### config.mk
export PLATFORM = sky130hd
export DESIGN_NAME = lsu_req_ctrl
export DESIGN_NICKNAME = d
export VERILOG_FILES = /design/src/rtl/lsu_req_ctrl.sv
export SDC_FILE = /design/constraint.sdc
export NUM_CORES = 1
export LEC_CHECK = 0
export ABC_AREA = 1
export CAP_MARGIN = 10
export CORE_ASPECT_RATIO = 1.4
export CORE_MARGIN = 2
export CORE_UTILIZATION = 45
export DETAILED_ROUTE_END_ITERATION = 8
export HOLD_SLACK_MARGIN = 0.1
export PLACE_DENSITY = 0.77
export SYNTH_ARGS = -nofsm -noshare
export SYNTH_HDL_FRONTEND = slang
export SYNTH_SLANG_ARGS = --single-unit
### constraint.sdc
create_clock -name clk -period 2.51 [get_ports clk]
set_input_delay 0.502 -clock clk [delete_from_list [all_inputs] [get_ports clk]]
set_output_delay 0.502 -clock clk [all_outputs]
set_load 0.02 [all_outputs]
### src/rtl/lsu_req_ctrl.sv
// lsu_req_ctrl: memory-access stage; checks alignment and range, issues a one-cycle access,
// and returns the registered load result over a valid/ready handshake.
`timescale 1ns/1ps
module lsu_req_ctrl #(
   parameter int ADDR_W      = 8,
   parameter bit ALIGN_CHECK = 1'b1
) (
   input  logic        clk,
   input  logic        rst_n,
   input  logic        i_req_valid,
   output logic        o_req_ready,
   input  logic [31:0] i_req_addr,
   input  logic [31:0] i_req_wdata,
   input  logic        i_req_load,
   input  logic        i_req_store,
   input  logic [1:0]  i_req_dw,
   input  logic        i_req_sign,
   output logic        o_resp_valid,
   input  logic        i_resp_ready,
   output logic [31:0] o_resp_rdata,
   output logic        o_resp_fault,
   output logic [3:0]  o_resp_cause,
   output logic        o_mem_en,
   output logic [31:0] o_mem_addr,
   output logic [31:0] o_mem_wdata,
   output logic        o_mem_l,
   output logic        o_mem_s,
   output logic        o_mem_sign,
   output logic [1:0]  o_mem_dw,
   input  logic [31:0] i_mem_rdata,
   output logic [31:0] o_cnt_load,
   output logic [31:0] o_cnt_store,
   output logic [31:0] o_cnt_fault
);
   typedef enum logic [1:0] {IDLE, ACCESS, RESP} state_t;
   localparam logic [32:0] DEPTH = 33'd1 << ADDR_W;

   state_t      r_state, w_state_nxt;
   logic        r_mem_en, r_mem_l, r_mem_s, r_mem_sign;
   logic [31:0] r_mem_addr, r_mem_wdata;
   logic [1:0]  r_mem_dw;
   logic [31:0] r_resp_rdata;
   logic        r_resp_fault;
   logic [3:0]  r_resp_cause;
   logic [31:0] r_cnt_load, r_cnt_store, r_cnt_fault;
   logic        w_accept, w_range_err, w_misalign, w_fault, w_legal;
   logic [32:0] w_size;
   logic [3:0]  w_cause;

   assign o_req_ready  = rst_n && (r_state == IDLE);
   assign o_resp_valid = (r_state == RESP);
   assign o_resp_rdata = r_resp_rdata;
   assign o_resp_fault = r_resp_fault;
   assign o_resp_cause = r_resp_cause;
   assign o_mem_en     = r_mem_en;
   assign o_mem_addr   = r_mem_addr;
   assign o_mem_wdata  = r_mem_wdata;
   assign o_mem_l      = r_mem_l;
   assign o_mem_s      = r_mem_s;
   assign o_mem_sign   = r_mem_sign;
   assign o_mem_dw     = r_mem_dw;
   assign o_cnt_load   = r_cnt_load;
   assign o_cnt_store  = r_cnt_store;
   assign o_cnt_fault  = r_cnt_fault;

   // 33-bit end address so a request wrapping past 2**32 is still out of range
   always_comb begin
      w_accept    = i_req_valid && o_req_ready;
      w_size      = (i_req_dw == 2'd0) ? 33'd1 : (i_req_dw == 2'd1) ? 33'd2 : 33'd4;
      w_range_err = ({1'b0, i_req_addr} + w_size) > DEPTH;
      w_misalign  = ALIGN_CHECK && (((i_req_dw == 2'd1) && i_req_addr[0]) ||
                                    ((i_req_dw == 2'd2) && (i_req_addr[1:0] != 2'b00)));
      w_cause     = (i_req_load && i_req_store)             ? 4'd7 :
                    ((i_req_dw == 2'd3) || w_range_err)     ? (i_req_store ? 4'd7 : 4'd5) :
                    w_misalign                              ? (i_req_store ? 4'd6 : 4'd4) : 4'd0;
      w_fault     = (w_cause != 4'd0);
      w_legal     = !w_fault && (i_req_load || i_req_store);
      w_state_nxt = r_state;
      case (r_state)
         IDLE:    w_state_nxt = w_accept ? (w_legal ? ACCESS : RESP) : IDLE;
         ACCESS:  w_state_nxt = RESP;
         RESP:    w_state_nxt = i_resp_ready ? IDLE : RESP;
         default: w_state_nxt = IDLE;
      endcase
   end

   always_ff @(posedge clk or negedge rst_n) begin
      if (!rst_n) begin
         r_state      <= IDLE;
         r_mem_en     <= 1'b0;
         r_mem_l      <= 1'b0;
         r_mem_s      <= 1'b0;
         r_mem_sign   <= 1'b0;
         r_mem_addr   <= '0;
         r_mem_wdata  <= '0;
         r_mem_dw     <= '0;
         r_resp_rdata <= '0;
         r_resp_fault <= 1'b0;
         r_resp_cause <= '0;
         r_cnt_load   <= '0;
         r_cnt_store  <= '0;
         r_cnt_fault  <= '0;
      end else begin
         r_state <= w_state_nxt;
         if (r_state == IDLE && w_accept) begin
            if (w_legal) begin
               r_mem_en    <= 1'b1;
               r_mem_l     <= i_req_load;
               r_mem_s     <= i_req_store;
               r_mem_sign  <= i_req_sign;
               r_mem_addr  <= i_req_addr;
               r_mem_wdata <= i_req_wdata;
               r_mem_dw    <= i_req_dw;
            end else begin
               r_resp_rdata <= '0;
               r_resp_fault <= w_fault;
               r_resp_cause <= w_cause;
               r_cnt_fault  <= r_cnt_fault + 32'(w_fault);
            end
         end else if (r_state == ACCESS) begin
            r_mem_en     <= 1'b0;
            r_mem_l      <= 1'b0;
            r_mem_s      <= 1'b0;
            r_resp_rdata <= r_mem_l ? i_mem_rdata : 32'd0;
            r_resp_fault <= 1'b0;
            r_resp_cause <= '0;
            r_cnt_load   <= r_cnt_load + 32'(r_mem_l);
            r_cnt_store  <= r_cnt_store + 32'(r_mem_s);
         end else if (r_state == RESP && i_resp_ready) begin
            r_resp_rdata <= '0;
            r_resp_fault <= 1'b0;
            r_resp_cause <= '0;
         end
      end
   end
endmodule

# After elaboration in Yosys (flattened, before gate mapping)
# Cells that the tools add are included.
# classes
addsub	4
magnitude_cmp	1
n_eq_ne	7
mux	31
n_bitwise	2
n_reduce_logical	23
# op_table
cell	n
2-to-1 mux 32 bit	5
adder 32 x 1 -> 32 bit	3
adder 32 x 3 -> 33 bit	1
greater-than comparator 33 x 9 -> 1 bit, second input constant	1
2-to-1 mux 4 bit	4
2-to-1 mux 3 bit	5
2-to-1 mux 1 bit	11
2-to-1 mux 2 bit	5
AND reduction 2 bit	5
logical AND 1 bit	8
== test 2 bit, second input constant	3
one-hot mux 2 bit (3 select lines)	1
== test 2 x 1 -> 1 bit, second input constant	2
logical NOT 2 bit	2
inequality test 2 bit, second input constant	2
nonzero test 2 bit	2
nonzero test 4 bit	1
logical OR 1 bit	3
nonzero test 3 bit	1
inverter 1 bit	2
logical NOT 1 bit	1
# word_totals
reg_bits	205
in_bits	105
wordCells	82

# Depth between registers and ports, before layout
# Gate-level depths: netlist (run 1).
# logic_depth
ltp_word	14
mapped_depth	30
mapped_depth_nobuf	30

# Worst setup path after synthesis (run 1)
# Ideal clock, no wire load.
# synth_path
path_type	input port to flip-flop
startpoint	input port i_req_dw[1]
endpoint	register r_cnt_fault[24] (netlist: o_cnt_fault[24])
t_arrival_ns	3.479
slack_ns	-1.086
path_stages	27
path_cell_list	nor2_1 ha_1 fa_1 nand3_1 nand2_2 nand2_4 nor2_4 nand3_1 o21ai_0 nor2_1 nand2_1 nor2_2 nand3_2 nor2_4 inv_1 ha_1 ha_1 inv_1 nor3_1 inv_1 nor2_1 inv_1 nor2_1 nand2_1 xnor2_1 nand3_1 nand2_1
# synth_via
elab_chain_cells	13
# synth_lines
element	line_no	rtl
from (decl)	16	input logic [1:0] i_req_dw,
== test 2 x 1 -> 1 bit	69, 71	
2-to-1 mux 3 bit (2 in a row)	69	w_size = (i_req_dw == 2'd0) ? 33'd1 : (i_req_dw == 2'd1) ? 33'd2 : 33'd4;
adder 32 x 3 -> 33 bit	70	w_range_err = ({1'b0, i_req_addr} + w_size) > DEPTH;
greater-than comparator 33 x 9 -> 1 bit	70	
logical OR 1 bit	74	((i_req_dw == 2'd3) || w_range_err) ? (i_req_store ? 4'd7 : 4'd5) :
2-to-1 mux 3 bit (*)	74	
2-to-1 mux 3 bit (*)	73	w_cause = (i_req_load && i_req_store) ? 4'd7 :
nonzero test 4 bit (*)	76	w_fault = (w_cause != 4'd0);
parallel branches: the longest is 4 deep, another holds adder 32 x 1 -> 32 bit	-	
to (signal assigned)	118	r_cnt_fault <= r_cnt_fault + 32'(w_fault);
to (decl)	45	logic [31:0] r_cnt_load, r_cnt_store, r_cnt_fault;
# Every way passes the cells marked *.
# A chain may end at the register's enable or synchronous reset.

# Worst setup path after layout (run 1)
# layout_path
startpoint	input port i_req_dw[0]
endpoint	register r_cnt_fault[24] (netlist: o_cnt_fault[24])
# The elaborated chain is that of the path after synthesis.

==> impl_results.md, run 1 <==
- Clk slew on worst S/H paths: 0.07 ns
- GR met2 Demand/Resource: 50.1%
- Clock tree buffer depth: 3
- Routed WL: 33700 um
- Area of the mapped netlist: 0.0103 sq mm
- CP Class: in2reg
- Post-synth EDFFs: 0
- Worst path top cell family by delay: simple AND/OR/NAND/NOR gates
- Die Y: 183 um
- ANT nets after route: 0
- Unique masters post-synth: 37
- CP max stage cell: fa_2
- Final Setup Violations: 140
- RSZ-0062 raised after global routing: yes
- Met3 Usage GRT: 4.01%
- DP HPWL: 23300 um
- CTS Hold Bufs: 0
- Starting density of the core: 45.8%
- Worst slack at placement: -1.75 ns
- Dominant synthesized flop cell: dfrtp_1
- Grt ovf: 0
- Reg2Reg Depth: 12
- Layout cells sized above 1: 17.4%
- Hold slack: 0.109 ns
- Max Cap Viol: 0
- Antenna cells: 0
- Core ar.: 0.0225 sq mm
- Failing checks: setup timing
- CP Launch Point: i_req_dw[0]
- CP max stage delay: 0.23 ns
- Synth top area share: 49.5%
- Initial antenna violation count: 0
- Clk_lat worst skew: 0.49 ns
- Drt first pass iters: 5
- Min Tclk post-route: 3.05 ns
- Vias in the first global route: 10.6k
- Leading area contributor after synthesis: dfrtp_1
- Status: finished with violations
- F_max: 327 MHz
- Worst min path class: in2async
- Cell Pwr Density: 468 mW/mm^2
- Cells after Synth: 1314
- Synth Warn #: 0
- Clock root buffer: clkbuf_16
- Die width: 132 um
- Critical Path RT: 2.95 ns
- IO buf count: 308
- Final #Nets: 1877
- CP max FO: 7
- GRT busiest layer: met2
- CTS Buf Count: 22
- Global-route wire length before repair: 54200 um
- Register bit count reported by yosys: 204
- DRT iter0 DRCs: 550
- Ports: 310
- P&R area growth vs syn: 58.6%
- Worst Path Arrival: 3.49 ns
- Post-route DRC violation count: 0
- Die area: 0.0242 sq mm
- H-tree levels: 1
- Core Rows: 65
- Syn_nets: 1430
- Gr usage total: 27.7%
- Headroom to the max-slew limit: 44.4%
- Worst R2R Setup Slack: 0.15 ns
- Max VDD drop: 541 uV
- End of the critical path: o_cnt_fault[24]
- TritonCTS clock tree: built
- CP dominant cell by count: nor2_4
- Synth top area cells: dfrtp_1, nand2_1, xor2_1
- Syn avg cell area: 7.85 sq um
- Final Hold Violating Endpoints: 0
- Measured slew at the worst slew-check pin: 0.834 ns
- Largest net degree at the start of global routing: 67
- Gpl congestion: 0.941
- Critical R2R Launch: o_mem_l
- Clock Sink Count: 204
- Buf+Inv Stages, Crit Path: 6
- Worst Skew: 0.0101 ns
- Sequential area share after synthesis: 49.5%
- Final worst-path cycle share: 122%
- Asr flop ratio synth: 100%
- WL per Instance: 16.2 um
- Vias per std cell: 5.01
- Pins over their slew limit: 0
- Final WS setup: -0.544 ns
- Via count: 10.4k
- Routing usage on met1: 33.1%
- Crit end category: register
- Startpoint Class: input port
- Worst reg2reg endpoint: o_cnt_load[28]
- Leakage power: 0.00804 uW
- Worst path depth: 30
-- cell families (layout without fill, tap and decap cells) --
kind of cell	after synthesis	after routing	synth area share, %
other	1	1	0.0364
DFF	204	204	49.5
buffers and inverters	161	617	6.54
xor gates and xnor gates	91	91	7.73
adders and majority gates	11	11	1.41
AOI/OAI and AO/OA	26	26	1.32
and+or+nand+nor	820	827	33.5
-- cell usage in the layout (no fill, tap or decap), types with 5 or more instances in the layout --
cell               n
buf_12            10
buf_4            109
buf_6             11
clkbuf_16         23
clkdlybuf4s50_1  291
clkinv_2           7
dfrtp_1          204
dlygate4sd2_1     11
ha_4               5
inv_1            120
inv_2              7
nand2_1          486
nand2_2           31
nand2_8            8
nand3_1           72
nand3_2            8
nand3b_1           5
nand4_1           24
nor2_1            97
nor2_2            23
nor2_4            19
nor3_1            20
nor3_2             6
nor4_1             8
o21ai_0            8
o21ai_1           12
xnor2_1           31
xor2_1            59
-- routing by layer --
metal  part of all wire, %  routed length, um
met1                    39              13000
met2                    51              17200
met3                   6.5               2180
met4                   3.8               1290
met5                     0                  0
-- flip-flops by register name, summed over array words and instances (netlist names) --
register	count
o_cnt_load	32
o_mem_sign	1
o_mem_en	1
o_mem_wdata	32
o_resp_fault	1
o_mem_dw	2
o_mem_s	1
o_cnt_store	32
o_resp_cause	3
o_cnt_fault	32
o_resp_rdata	32
o_mem_l	1
r_state	2
o_mem_addr	32
-- final cells by class --
type	count	area [sq um]
clock buffers	26	587
inverters	131	509
flip-flops and latches	204	5100
well taps	301	377
fillers	1687	6170
multi-input cells	956	5190
repair buffers	446	4460
clock inverters	14	138
-- per-stage QoR --
stage / power (uW) / cells / TNS, ns / util [%] / area, sq um
final: 7650 / 2078 / -33.33 / 72.6 / 16400
after floorplan: 3780 / 1314 / -41.18 / - / 10500
after global placement: 4290 / 1993 / -174.06 / 64.2 / 14500
after detailed placement: 4300 / 1993 / -184.31 / 64.2 / 14500
after CTS: 7710 / 2073 / -30.08 / 71.7 / 16200
after global routing: 7930 / 2078 / -63.38 / 72.6 / 16400
-- worst min-delay path by stage --
stage / start / endpoint / slack [ns] / cells past startpoint
6_report: rst_n / o_mem_addr[14] / 0.11 / 2
5_1_grt: rst_n / o_mem_addr[14] / 0.14 / 2
4_1_cts: rst_n / o_mem_addr[14] / 0.11 / 2
3_5_place_dp: o_resp_rdata[29] / o_resp_rdata[29] / 0.46 / 2
3_3_place_gp: o_resp_rdata[31] / o_resp_rdata[31] / 0.45 / 2
2_1_floorplan: rst_n / o_cnt_fault[0] / 0.21 / 0
-- synthesized netlist by cell type, types with 5 or more instances --
library cell,number
nand2_1,513
dfrtp_1,204
inv_1,128
nor2_1,128
nand3_1,81
xor2_1,59
xnor2_1,32
nor3_1,28
nand4_1,24
o21ai_0,17
nor4_1,14
buf_2,11
ha_1,10
clkbuf_1,9
buf_6,7
nand2_2,6
nor2_2,6
nand3b_1,5
nor2_4,5
-- timing repair --
item	4_1_cts	5_1_grt
setup endpoints to repair	140	148
buffers inserted	31	5
gates resized for setup	141	41
cloned	14	0
pin swaps	46	27
-- power breakdown --
group	internal [uW]	leakage, uW	switching [uW]
clock	1890	0.000353	1350
combinational	480	0.00497	527
sequential	3330	0.00271	73.4
total	5710	0.00804	1950
No activity file was read; power rests on OpenSTA's default activity.
==> run 2, diff against run 1 <==
--- a/config.mk
+++ b/config.mk
@@ -8,7 +8,6 @@
 export ABC_AREA = 1
 export CAP_MARGIN = 10
 export CORE_ASPECT_RATIO = 1.4
-export CORE_MARGIN = 2
 export CORE_UTILIZATION = 45
 export DETAILED_ROUTE_END_ITERATION = 8
 export HOLD_SLACK_MARGIN = 0.1
==> run 2 against run 1 <==
The flow finishes with violations (capacitance limit, slew limit, setup timing). Register-to-register slack got worse by 0.31 ns. Via count increased by 2.9%. Clock skew about the same. Die area decreased by 2.6%. Setup slack got worse by 0.14 ns. Sequential share of layout area decreased by 0.27 points. Total power increased by 1.2%. Clock-buffer cell count increased by 4. Sequential power about the same. Final area increased by 0.89%.
==> impl_results.md, run 2 (synthesized netlist as in run 1, its figures left out) <==
- Failing checks: capacitance limit, slew limit, setup timing
- Die Y: 181 um
- DRT iter0 DRCs: 721
- P&R area growth vs syn: 60.0%
- Max VDD drop: 437 uV
- Crit end category: register
- Layout cells sized above 1: 18.4%
- Headroom to the max-slew limit: -0.0299%
- Buf+Inv Stages, Crit Path: 5
- Global-route wire length before repair: 51000 um
- Placed Instance Area: 0.0144 sq mm
- Vias per std cell: 5.18
- Ports: 310
- Status: finished with violations
- Cell Pwr Density: 469 mW/mm^2
- Via count: 10.7k
- Starting density of the core: 45.8%
- Worst Path Arrival: 3.58 ns
- Worst min path class: in2async
- Most frequent cells in the layout: nand2_1, clkdlybuf4s50_1, dfrtp_1
- Initial antenna violation count: 0
- Die width: 130 um
- Final WS setup: -0.680 ns
- Hold slack: 0.162 ns
- DP HPWL: 22900 um
- Multi-input logic area: 0.00529 sq mm
- Vias in the first global route: 10.2k
- CP max stage delay: 0.44 ns
- WL per Instance: 17.2 um
- CP max stage cell: fa_2
- Critical Path RT: 2.90 ns
- H-tree levels: 1
- CP Class: in2reg
- Measured slew at the worst slew-check pin: 1.50 ns
- CTS Buf Count: 22
- Leakage power: 0.00812 uW
- Post-route DRC violation count: 0
- Core Rows: 65
- CP dominant cell by count: nand2_1
- Core ar.: 0.0225 sq mm
- F_max: 313 MHz
- Antenna cells: 0
- ANT nets after route: 0
- Gpl congestion: 0.910
- Final instance area: 0.0165 sq mm
- Final worst-path cycle share: 127%
- Min Tclk post-route: 3.19 ns
- Clock Sink Count: 204
- RSZ-0062 raised after global routing: yes
- Final Setup Violations: 140
- Pins over their slew limit: 1
- Grt ovf: 0
- CP max FO: 4
- Most common cell after layout, fill and taps aside: nand2_1
- Clk_lat worst skew: 0.50 ns
- Worst path depth: 25
- Clock tree buffer depth: 3
- Clock root buffer: clkbuf_16
- Startpoint Class: input port
- Worst Skew: 0.00999 ns
- Routed WL: 35600 um
- Clk slew on worst S/H paths: 0.06 ns
- Register area: 0.00510 sq mm
- Die area: 0.0235 sq mm
- IO buf count: 308
- TritonCTS clock tree: built
- Gr usage total: 27.5%
- Worst slack at placement: -1.67 ns
- Final Hold Violating Endpoints: 0
- Largest net degree at the start of global routing: 128
- Drt first pass iters: 7
- Final #Nets: 1867
- Reg2Reg Depth: 8
- Filler cell count: 1581
- Max Cap Viol: 1
- Worst path top cell family by delay: simple AND/OR/NAND/NOR gates
-- run 2: cell type report --
class                           count  area share (%)
Clock buffer                       30            3.95
Clock inverter                     10           0.523
Inverter                          131            3.18
Multi-Input combinational cell    956            32.1
Sequential cell                   204            30.9
Tap cell                          301            2.28
Timing Repair Buffer              435            27.0
Timing Repair inverter              1          0.0985
-- run 2: path summary, 6_finish.rpt --
path	from	end	slack [ns]
setup / recovery	i_req_dw[0]	o_cnt_fault[13]	-0.68
hold / removal	rst_n	o_cnt_store[5]	0.16
setup reg to reg	r_state[0]	o_resp_rdata[30]	-0.16
hold reg to reg	o_cnt_load[31]	o_cnt_load[31]	0.47
max in group asynchronous	rst_n	o_mem_dw[0]	1.66
min in group clk	i_req_dw[1]	o_mem_dw[1]	0.36
-- run 2: timing repair --
item / 4_1_cts / 5_1_grt
cloned: 2 / 22
buffers inserted: 12 / 9
gates resized for setup: 110 / 113
setup endpoints to repair: 141 / 147
pin swaps: 35 / 43
endpoints found under the hold margin: 6 / 0
hold buffers: 1 / 0
-- run 2: report_power, final --
| group | internal [uW] | switching, uW | leakage [uW] | total, uW |
|---|---|---|---|---|
| sequential | 3330 | 85.0 | 0.00271 | 3420 |
| clock | 1930 | 1360 | 0.000360 | 3280 |
| combinational | 499 | 547 | 0.00505 | 1050 |
-- run 2: per-stage QoR --
step	instances	power (uW)	setup TNS, ns	util (%)
after global routing	2068	8030	-91.07	73.3
final	2068	7750	-70.80	73.3
after floorplan	1314	3780	-41.18	-
after CTS	2038	7660	-29.16	69.2
after global placement	1985	4280	-169.39	64.1
after detailed placement	1985	4290	-177.30	64.1
-- run 2: worst register-to-register path: stages, from the launching register on --
cell	delay, ns
dfrtp_1	0.40
inv_2	0.09
nor2_4	0.06
inv_1	0.14
buf_4	0.21
nand3_1	1.01
nand2_8	0.54
nand2_2	0.10
nand2_1	0.07
-- run 2: layer usage --
layer,wire length (um),up-vias,GRT usage (%)
met1,13000,5092,32.4
li1,-,4966,-
met2,18500,535,49.1
met3,2520,125,4.06
met5,0,-,0
met4,1550,0,11.4
